## src/rtl/cpu_pkg.sv

```systemverilog
// Shared definitions for the program-RAM loader.
//   state_t        : loader FSM states
//   HEADER_DEFAULT : default frame start byte
//   RAM_DEPTH      : number of program-RAM entries
//   ADDR_W         : program-RAM address width
//   count_ok()     : legal frame length test (1..RAM_DEPTH)
package cpu_pkg;

  localparam logic [7:0]  HEADER_DEFAULT = 8'hA5;
  localparam int unsigned RAM_DEPTH      = 16;
  localparam int unsigned ADDR_W         = 4;

  typedef enum logic [2:0] {
    IDLE,
    COUNT,
    DATA,
    CHECK,
    DONE
  } state_t;

  function automatic logic count_ok(input logic [7:0] n);
    return (n != 8'd0) && (n <= 8'(RAM_DEPTH));
  endfunction

endpackage

```

## src/rtl/loader_timeout.sv

```systemverilog
// Inter-byte idle timeout for the loader.
//   clk, rst : clock, synchronous active-high reset
//   enable   : count idle cycles while high (held cleared while low)
//   restart  : a byte was accepted this cycle; restart the count
//   expired  : TIMEOUT_CYCLES consecutive idle cycles have elapsed
module loader_timeout #(
  parameter int unsigned TIMEOUT_CYCLES = 300000
) (
  input  logic clk,
  input  logic rst,
  input  logic enable,
  input  logic restart,
  output logic expired
);

  localparam int unsigned CW = $clog2(TIMEOUT_CYCLES + 1);
  localparam logic [CW-1:0] LAST = CW'(TIMEOUT_CYCLES - 1);

  logic [CW-1:0] cnt;

  // cnt holds the number of idle cycles already completed; the cycle seen
  // with cnt == LAST is the TIMEOUT_CYCLES-th idle one.
  always_ff @(posedge clk) begin
    if (rst || restart || !enable) begin
      cnt <= '0;
    end else if (cnt != LAST) begin
      cnt <= cnt + CW'(1);
    end
  end

  assign expired = enable && !restart && (cnt == LAST);

endmodule

```

## src/rtl/ram_loader.sv

```systemverilog
// Byte-stream loader for a 16-entry program RAM.
// Frame: HEADER, N (1..16), N data bytes [, checksum byte].
// Optional feature macro: LOADER_CHECKSUM_EN adds a trailing mod-256
// checksum byte checked in the CHECK state.
//   clk, rst          : clock, synchronous active-high reset
//   rx_data, rx_valid : incoming byte stream
//   rx_ready          : loader can accept (low only in DONE)
//   ram_we            : one-cycle RAM write strobe
//   ram_addr          : RAM write address
//   ram_wdata         : RAM write data
//   cpu_halt          : holds the CPU while a load is pending or failed
//   load_done         : one-cycle pulse on a successful load
//   load_error        : sticky failure flag, cleared by the next header
module ram_loader
  import cpu_pkg::*;
#(
  parameter int unsigned TIMEOUT_CYCLES = 300000,
  parameter logic [7:0]  HEADER         = HEADER_DEFAULT
) (
  input  logic              clk,
  input  logic              rst,
  input  logic [7:0]        rx_data,
  input  logic              rx_valid,
  output logic              rx_ready,
  output logic              ram_we,
  output logic [ADDR_W-1:0] ram_addr,
  output logic [7:0]        ram_wdata,
  output logic              cpu_halt,
  output logic              load_done,
  output logic              load_error
);

  state_t            state;
  logic [4:0]        count;
  logic [ADDR_W-1:0] idx;
`ifdef LOADER_CHECKSUM_EN
  logic [7:0]        sum;
`endif

  logic accept;
  logic in_frame;
  logic last;
  logic expired;

  assign rx_ready = (state != DONE);
  assign accept   = rx_valid && rx_ready;
  assign in_frame = (state == COUNT) || (state == DATA) || (state == CHECK);
  assign last     = ({1'b0, idx} == (count - 5'd1));

  loader_timeout #(
    .TIMEOUT_CYCLES(TIMEOUT_CYCLES)
  ) u_timeout (
    .clk    (clk),
    .rst    (rst),
    .enable (in_frame),
    .restart(accept),
    .expired(expired)
  );

  always_ff @(posedge clk) begin
    if (rst) begin
      state      <= IDLE;
      count      <= '0;
      idx        <= '0;
`ifdef LOADER_CHECKSUM_EN
      sum        <= '0;
`endif
      ram_we     <= 1'b0;
      ram_addr   <= '0;
      ram_wdata  <= '0;
      cpu_halt   <= 1'b0;
      load_done  <= 1'b0;
      load_error <= 1'b0;
    end else begin
      ram_we    <= 1'b0;
      load_done <= 1'b0;
      // cpu_halt is left set on every error path: RAM may be partial.
      if (expired) begin
        load_error <= 1'b1;
        state      <= IDLE;
      end else begin
        unique case (state)
          IDLE: begin
            if (accept && rx_data == HEADER) begin
              state      <= COUNT;
              cpu_halt   <= 1'b1;
              load_error <= 1'b0;
            end
          end
          COUNT: begin
            if (accept) begin
              if (count_ok(rx_data)) begin
                count <= rx_data[4:0];
                idx   <= '0;
`ifdef LOADER_CHECKSUM_EN
                sum   <= '0;
`endif
                state <= DATA;
              end else begin
                load_error <= 1'b1;
                state      <= IDLE;
              end
            end
          end
          DATA: begin
            if (accept) begin
              ram_we    <= 1'b1;
              ram_addr  <= idx;
              ram_wdata <= rx_data;
`ifdef LOADER_CHECKSUM_EN
              sum       <= sum + rx_data;
`endif
              if (last) begin
`ifdef LOADER_CHECKSUM_EN
                state     <= CHECK;
`else
                state     <= DONE;
                load_done <= 1'b1;
                cpu_halt  <= 1'b0;
`endif
              end else begin
                idx <= idx + ADDR_W'(1);
              end
            end
          end
`ifdef LOADER_CHECKSUM_EN
          CHECK: begin
            if (accept) begin
              if (rx_data == sum) begin
                state     <= DONE;
                load_done <= 1'b1;
                cpu_halt  <= 1'b0;
              end else begin
                load_error <= 1'b1;
                state      <= IDLE;
              end
            end
          end
`endif
          DONE: begin
            state <= IDLE;
          end
          default: begin
            state <= IDLE;
          end
        endcase
      end
    end
  end

endmodule

```

## config.mk

```make
export PLATFORM = sky130hd
export DESIGN_NAME = ram_loader
export DESIGN_NICKNAME = d
export VERILOG_FILES = /design/src/rtl/cpu_pkg.sv /design/src/rtl/loader_timeout.sv /design/src/rtl/ram_loader.sv
export SDC_FILE = /design/constraint.sdc
export NUM_CORES = 1
export LEC_CHECK = 0
export CAP_MARGIN = 20
export CELL_PAD_IN_SITES_DETAIL_PLACEMENT = 1
export CELL_PAD_IN_SITES_GLOBAL_PLACEMENT = 1
export CORE_UTILIZATION = 46
export CTS_BUF_LIST = sky130_fd_sc_hd__clkbuf_4 sky130_fd_sc_hd__clkbuf_8
export CTS_CLUSTER_SIZE = 10
export DETAILED_ROUTE_END_ITERATION = 8
export PLACE_DENSITY = 0.95
export SETUP_SLACK_MARGIN = 0.3
export SYNTH_ARGS = -nofsm -noshare
export SYNTH_HDL_FRONTEND = slang
export SYNTH_SLANG_ARGS = --single-unit
```

## constraint.sdc

```tcl
create_clock -name clk -period 4.6 [get_ports clk]
set_input_delay 0.69 -clock clk [delete_from_list [all_inputs] [get_ports clk]]
set_output_delay 0.69 -clock clk [all_outputs]
set_load 0.05 [all_outputs]
```

==> results.json, run 1 <==
{
  "worstRegToRegCells": 5,
  "drv_cap": 0,
  "worst-path-max-fanout": 30,
  "drc": 0,
  "relSlewSlack": 0.271,
  "ir_drop_mv": 0.176,
  "route.met3.wl_um": 211,
  "synth_edf_count": 0,
  "chipWidth_um": 71.1,
  "crit_path_start": "rst",
  "grt_overflow": 0,
  "setup.worst_path.start_class": "primary input",
  "cts_resized": 0,
  "final_hold_viol_count": 0,
  "status": "finished, final reports clean",
  "final.period_utilization": 0.598,
  "io_pins": 28,
  "cp.required_ps": 4830,
  "drtIter0Drc": 165,
  "n_fill_cell": 525,
  "synth.ff_latch_count": 47,
  "clockBufferDepth": 2,
  "slowest_stage": "clkdlybuf4s50_1",
  "grt_max_degree": 31,
  "min_path_type": "flop to flop",
  "wire_per_inst_um": 18.2,
  "crit_path_cell_trace": "clkdlybuf4s50_1 > nor2b_1 > nand3_1 > or4_1 > a21o_1 > o221ai_2",
  "drtPass1Iterations": 6,
  "async_flop_share": 0,
  "rows": 24,
  "clockRootBuffer": "clkbuf_8",
  "met2_length_um": 3050,
  "die_h_um": 71.1,
  "rr_endpoint": "u_timeout.cnt[5]",
  "hpwlAfterDp_um": 4140,
  "io_buffers": 27,
  "globalRouteTotalUtil": 0.261,
  "core_area_mm2": 0.00447,
  "cp.buffers_inverters": 1,
  "grt_pass1_wl_um": 10200,
  "rsz0062_at_grt": "false",
  "finalSetupViolations": 0,
  "floorplan.initialDensity": 0.491,
  "synthCells": 260,
  "antenna_found_initial": 0,
  "clock_skew_ps": 7.26,
  "area_growth_pct": 18.1,
  "worstMarginPinSlew_ps": 1090,
  "netlist_area_mm2": 0.00220,
  "r2r_setup_slack_ps": 2340,
  "postSynthNetCount": 274,
  "place.gp.congestion": 0.846,
  "synth.distinct_cells": 43,
  "fin_hold_ws_ps": 466,
  "num_vias": 1970,
  "htreeDepth": 2,
  "max_freq_ghz": 0.364,
  "die-area_mm2": 0.00506,
  "rr_startpoint": "u_timeout.cnt[5]",
  "p_leak_nw": 0.885,
  "final_nets": 294,
  "end_kind": "flop",
  "crit_path_max_incr_delay_ps": 960,
  "highest_layer": "met4",
  "final_max_slew_viol_count": 0,
  "crit_type": "primary input to flop",
  "antenna_left": 0,
  "synth_ff_type": "dfxtp_1",
  "via_per_inst": 5.92,
  "hold_buffers": 0,
  "drive_gt1_frac": 0.0391,
  "clkTransAtPathRegs_ps": 80,
  "cts_setup_buffers": 0,
  "synth_area_per_cell_um2": 8.46,
  "antenna_cells": 0,
  "grt_pass1_vias": 2098,
  "cts_made_buffers": 5,
  "wl_um": 6060,
  "synth_warnings": 0,
  "crit_cells": 6,
  "fin_setup_tns_ps": 0,
  "synth-seq-area-share": 0.428,
  "met1_length_um": 2730,
  "clkSinkCount": 47,
  "cp_top_family": "simple AND/OR/NAND/NOR gates",
  "setup.worst_path.end": "idx[3]",
  "tritoncts": "done",
  "powerDensity_mw_per_mm2": 288,
  "insertion_delay_ps": 300,
  "crit_arrival_ps": 2980,
  "fin_crit_ps": 2750
}
## layer usage
layer  up-vias  global-route usage
met2        47               0.452
met3         7              0.0499
met5         -                   0
met1       968               0.329
met4         0              0.0800
li1        948                   -
## through the flow
step                      setup WS (ps)  instances  instance area, um^2  total power [mW]   util
after floorplan                    2540        260                 2200             0.424      -
after global placement             1670        325                 2480             0.437  0.554
after detailed placement           1650        325                 2480             0.437  0.554
after CTS                          1870        333                 2600             0.749  0.580
after global routing               1750        333                 2600             0.770  0.580
final                              1850        333                 2600             0.747  0.580
## where the power goes
group          switching, mW  internal [mW]  total [mW]  leakage [nW]
combinational         0.0119         0.0102      0.0221         0.445
sequential         0.0000639          0.406       0.407         0.378
clock                  0.142          0.176       0.318        0.0612
total                  0.154          0.593       0.747         0.885
## cells by family after synthesis
| kind of cell | Yosys count | share of synthesized area |
|---|---|---|
| and+or+nand+nor | 120 | 0.270 |
| DFF | 47 | 0.428 |
| AOI/OAI and AO/OA | 41 | 0.125 |
| xor gates and xnor gates | 24 | 0.0956 |
| buffers and inverters | 18 | 0.0319 |
| muxes | 7 | 0.0319 |
| adders and majority gates | 3 | 0.0171 |
## final cells by class
class / instances / area [um^2] / share of cell area
timing repair buffer: 27 / 270 / 0.104
sequential: 47 / 941 / 0.362
clock buffer: 6 / 82.6 / 0.0318
tap: 52 / 65.1 / 0.0251
clock inverter: 2 / 35.0 / 0.0135
inverter: 4 / 15.0 / 0.00578
multi-input combinational: 195 / 1190 / 0.457
## Yosys cell counts, types with 2 or more instances
cell type,count,share of area
a21o_1,3,0.010
a21oi_1,16,0.036
a31oi_1,2,0.0057
and3_1,5,0.014
buf_2,2,0.0046
clkbuf_1,12,0.020
dfxtp_1,47,0.43
ha_1,3,0.017
inv_1,4,0.0068
mux2i_1,7,0.032
nand2_1,36,0.061
nand3_1,9,0.020
nand3b_1,2,0.0068
nand4_1,6,0.017
nand4b_1,3,0.012
nor2_1,33,0.056
nor2b_1,2,0.0057
nor3_1,8,0.018
nor4_1,3,0.0085
nor4b_1,2,0.0080
o2111ai_1,3,0.012
o211a_1,2,0.0091
o21a_1,2,0.0068
o21ai_0,5,0.011
or3_1,2,0.0057
or4b_1,2,0.0091
xnor2_1,8,0.032
xor2_1,16,0.064
## flip-flops by register name, summed over array words and instances (netlist names)
| name | cells |
|---|---|
| idx | 4 |
| count | 5 |
| load_error | 1 |
| cpu_halt | 1 |
| u_timeout.cnt | 19 |
| ram_addr | 4 |
| ram_wdata | 8 |
| state | 3 |
| ram_we | 1 |
| load_done | 1 |
## worst min path at each step
stage                      start                 to  cells past startpoint
2_1_floorplan  u_timeout.cnt[18]  u_timeout.cnt[18]                      2
3_3_place_gp         ram_addr[3]        ram_addr[3]                      2
3_5_place_dp        ram_wdata[1]       ram_wdata[1]                      2
4_1_cts              ram_addr[3]        ram_addr[3]                      2
5_1_grt              ram_addr[0]        ram_addr[0]                      2
6_report             ram_addr[3]        ram_addr[3]                      2
## cell usage in the layout, fill, tap and decap left out, drive strengths merged, types with 2 or more instances in the layout
master and count:
or3 2, nor4 3, and3 5, o21a 2
nand3b 2, nand3 9, xor2 16, ha 3
o2111ai 3, a21oi 16, dfxtp 47, nand4b 3
o21ai 5, nand4 6, inv 4, nand2 36
clkdlybuf4s50 27, nor4b 2, mux2i 7, or4b 2
o211a 2, a31oi 2, clkbuf 6, xnor2 8
nor2 34, o221ai 2, a21o 3, nor3 8
nor2b 2
## worst reg2reg max path, delay by kind of cell (launching register included)
family	cells	cell delay, ps
flip-flops	1	360
XOR/XNOR	1	200
AO/OA/AOI/OAI	1	300
AND/OR/NAND/NOR	3	1270
No activity file was read; power rests on OpenSTA's default activity.
==> inputs of run 2 (changes only) <==
--- a/config.mk
+++ b/config.mk
@@ -8,11 +8,11 @@
 export CAP_MARGIN = 20
 export CELL_PAD_IN_SITES_DETAIL_PLACEMENT = 1
 export CELL_PAD_IN_SITES_GLOBAL_PLACEMENT = 1
-export CORE_UTILIZATION = 46
+export CORE_UTILIZATION = 39
 export CTS_BUF_LIST = sky130_fd_sc_hd__clkbuf_4 sky130_fd_sc_hd__clkbuf_8
 export CTS_CLUSTER_SIZE = 10
 export DETAILED_ROUTE_END_ITERATION = 8
-export PLACE_DENSITY = 0.95
+export PLACE_DENSITY = 0.86
 export SETUP_SLACK_MARGIN = 0.3
 export SYNTH_ARGS = -nofsm -noshare
 export SYNTH_HDL_FRONTEND = slang
==> constraint.sdc (replaced) <==
create_clock -name clk -period 2.47 [get_ports clk]
set_input_delay 0.3705 -clock clk [delete_from_list [all_inputs] [get_ports clk]]
set_output_delay 0.3705 -clock clk [all_outputs]
set_load 0.05 [all_outputs]
==> run 2 against run 1 <==
Compared with the run above:
- clock power rose by 58%
- first-iteration DRC count is 24% lower
- register-to-register slack got worse by 2000 ps
- global-route usage decreased by 5.5 points
- clock skew is 1.5 ps higher
- hold slack better by 1.5 ps
- count of clock-buffer cells in the layout unchanged
- worst setup slack lost 1500 ps
- sequential share of layout area shrank 1.1 points
- sequential power rose by 86%
- largest cell class unchanged
==> results.json, run 2 (same netlist as run 1, synthesis figures left out) <==
{
  "drc": 0,
  "drtPass1Iterations": 4,
  "clkTransAtPathRegs_ps": 90,
  "globalRouteTotalUtil": 0.206,
  "worstMarginPinSlew_ps": 636,
  "cp.required_ps": 2700,
  "crit_type": "flop to flop",
  "ir_drop_mv": 0.287,
  "worst-path-max-fanout": 6,
  "hpwlAfterDp_um": 4060,
  "met1_usage": 0.259,
  "relSlewSlack": 0.573,
  "top_usage_layer": "met2",
  "chipWidth_um": 77.1,
  "max_freq_ghz": 0.474,
  "reg_top3": "u_timeout.cnt: 19 flops, ram_wdata: 8 flops, count: 5 flops",
  "antenna_left": 0,
  "antenna_cells": 0,
  "io_pins": 28,
  "place.gp.congestion": 0.828,
  "clock_skew_ps": 8.77,
  "wire_per_inst_um": 16.5,
  "layout_commonest_cell": "dfxtp_1",
  "grt_pass1_vias": 2010,
  "hold_buffers": 0,
  "largest-register": "u_timeout.cnt",
  "wl_um": 5950,
  "use_met3": 0.0464,
  "powerDensity_mw_per_mm2": 487,
  "fin_crit_ps": 2110,
  "clockRootBuffer": "clkbuf_8",
  "rsz0062_at_grt": "false",
  "drtIter0Drc": 126,
  "grt_use_met2": 0.351,
  "core_area_mm2": 0.00527,
  "io_buffers": 27,
  "insertion_delay_ps": 310,
  "setup.worst_path.start_class": "flop",
  "rows": 26,
  "final_max_slew_viol_count": 0,
  "grt_overflow": 0,
  "end_kind": "flop",
  "drv_cap": 0,
  "power_mw": 1.30,
  "final_hold_viol_count": 0,
  "final_cell_mix": "dfxtp_1, nand2_1, nor2_1",
  "tritoncts": "done",
  "grt_pass1_wl_um": 9720,
  "largest_register_ffs": 19,
  "fin_setup_tns_ps": 0,
  "final_nets": 303,
  "area_growth_pct": 21.6,
  "cts_made_buffers": 5,
  "status": "finished, final reports clean",
  "p_leak_nw": 0.901,
  "clkSinkCount": 47,
  "finalSetupViolations": 0,
  "num_vias": 1997,
  "floorplan.initialDensity": 0.417,
  "drive_gt1_frac": 0.0793,
  "crit_arrival_ps": 2340,
  "die-area_mm2": 0.00594,
  "clockBufferDepth": 2,
  "antenna_found_initial": 0,
  "grt_max_degree": 29,
  "min_path_type": "flop to flop",
  "htreeDepth": 2,
  "via_per_inst": 5.55,
  "final.period_utilization": 0.854,
  "die_h_um": 77.1
}
[run 2: area by class of cell]
type / instances / area [um^2]
inverter: 4 / 15.0
timing repair buffer: 36 / 337
clock inverter: 2 / 13.8
fill: 660 / 2600
sequential: 47 / 941
multi-input combinational: 195 / 1200
clock buffer: 6 / 82.6
tap: 70 / 87.6
[run 2: critical path, cell delays in order, from the launching register on]
cell and delay (ps):
dfxtp_1 360, or4b_1 540, or4b_4 600, o21a_1 240, o21a_1 180, o221ai_2 110
[run 2: metal layers]
metal,share of wire,routed length (um)
met1,0.47,2770
met4,0.0086,51
met5,0,0
met2,0.49,2890
met3,0.039,233
[run 2: per-stage QoR]
stage	util	instance area (um^2)	hold slack, ps	std cells	worst slack [ps]
CTS	0.505	2660	472	359	341
finish	0.507	2670	467	360	361
global placement	0.486	2560	443	351	234
floorplan	-	2200	471	260	469
detailed placement	0.486	2560	456	351	226
global route	0.507	2670	490	360	285
[run 2: timing repair]
action                                  in CTS  in global routing
pin swaps                                    0                  1
setup buffers                                0                  1
gates resized for setup                      2                  2
endpoints found under the setup margin       4                  3
[run 2: final timing paths]
kind,start,endpoint,slack (ps),depth (start not counted)
max reg2reg,u_timeout.cnt[5],idx[3],360,5
min,ram_wdata[7],ram_wdata[7],470,2
max,u_timeout.cnt[5],idx[3],360,5
min reg2reg,ram_wdata[7],ram_wdata[7],470,2
[run 2: report_power, final]
part	leakage (nW)	internal (mW)	switching, mW
logic	0.471	0.0209	0.0225
registers	0.378	0.757	0.000132
clock network	0.0516	0.229	0.271
total	0.901	1.01	0.294
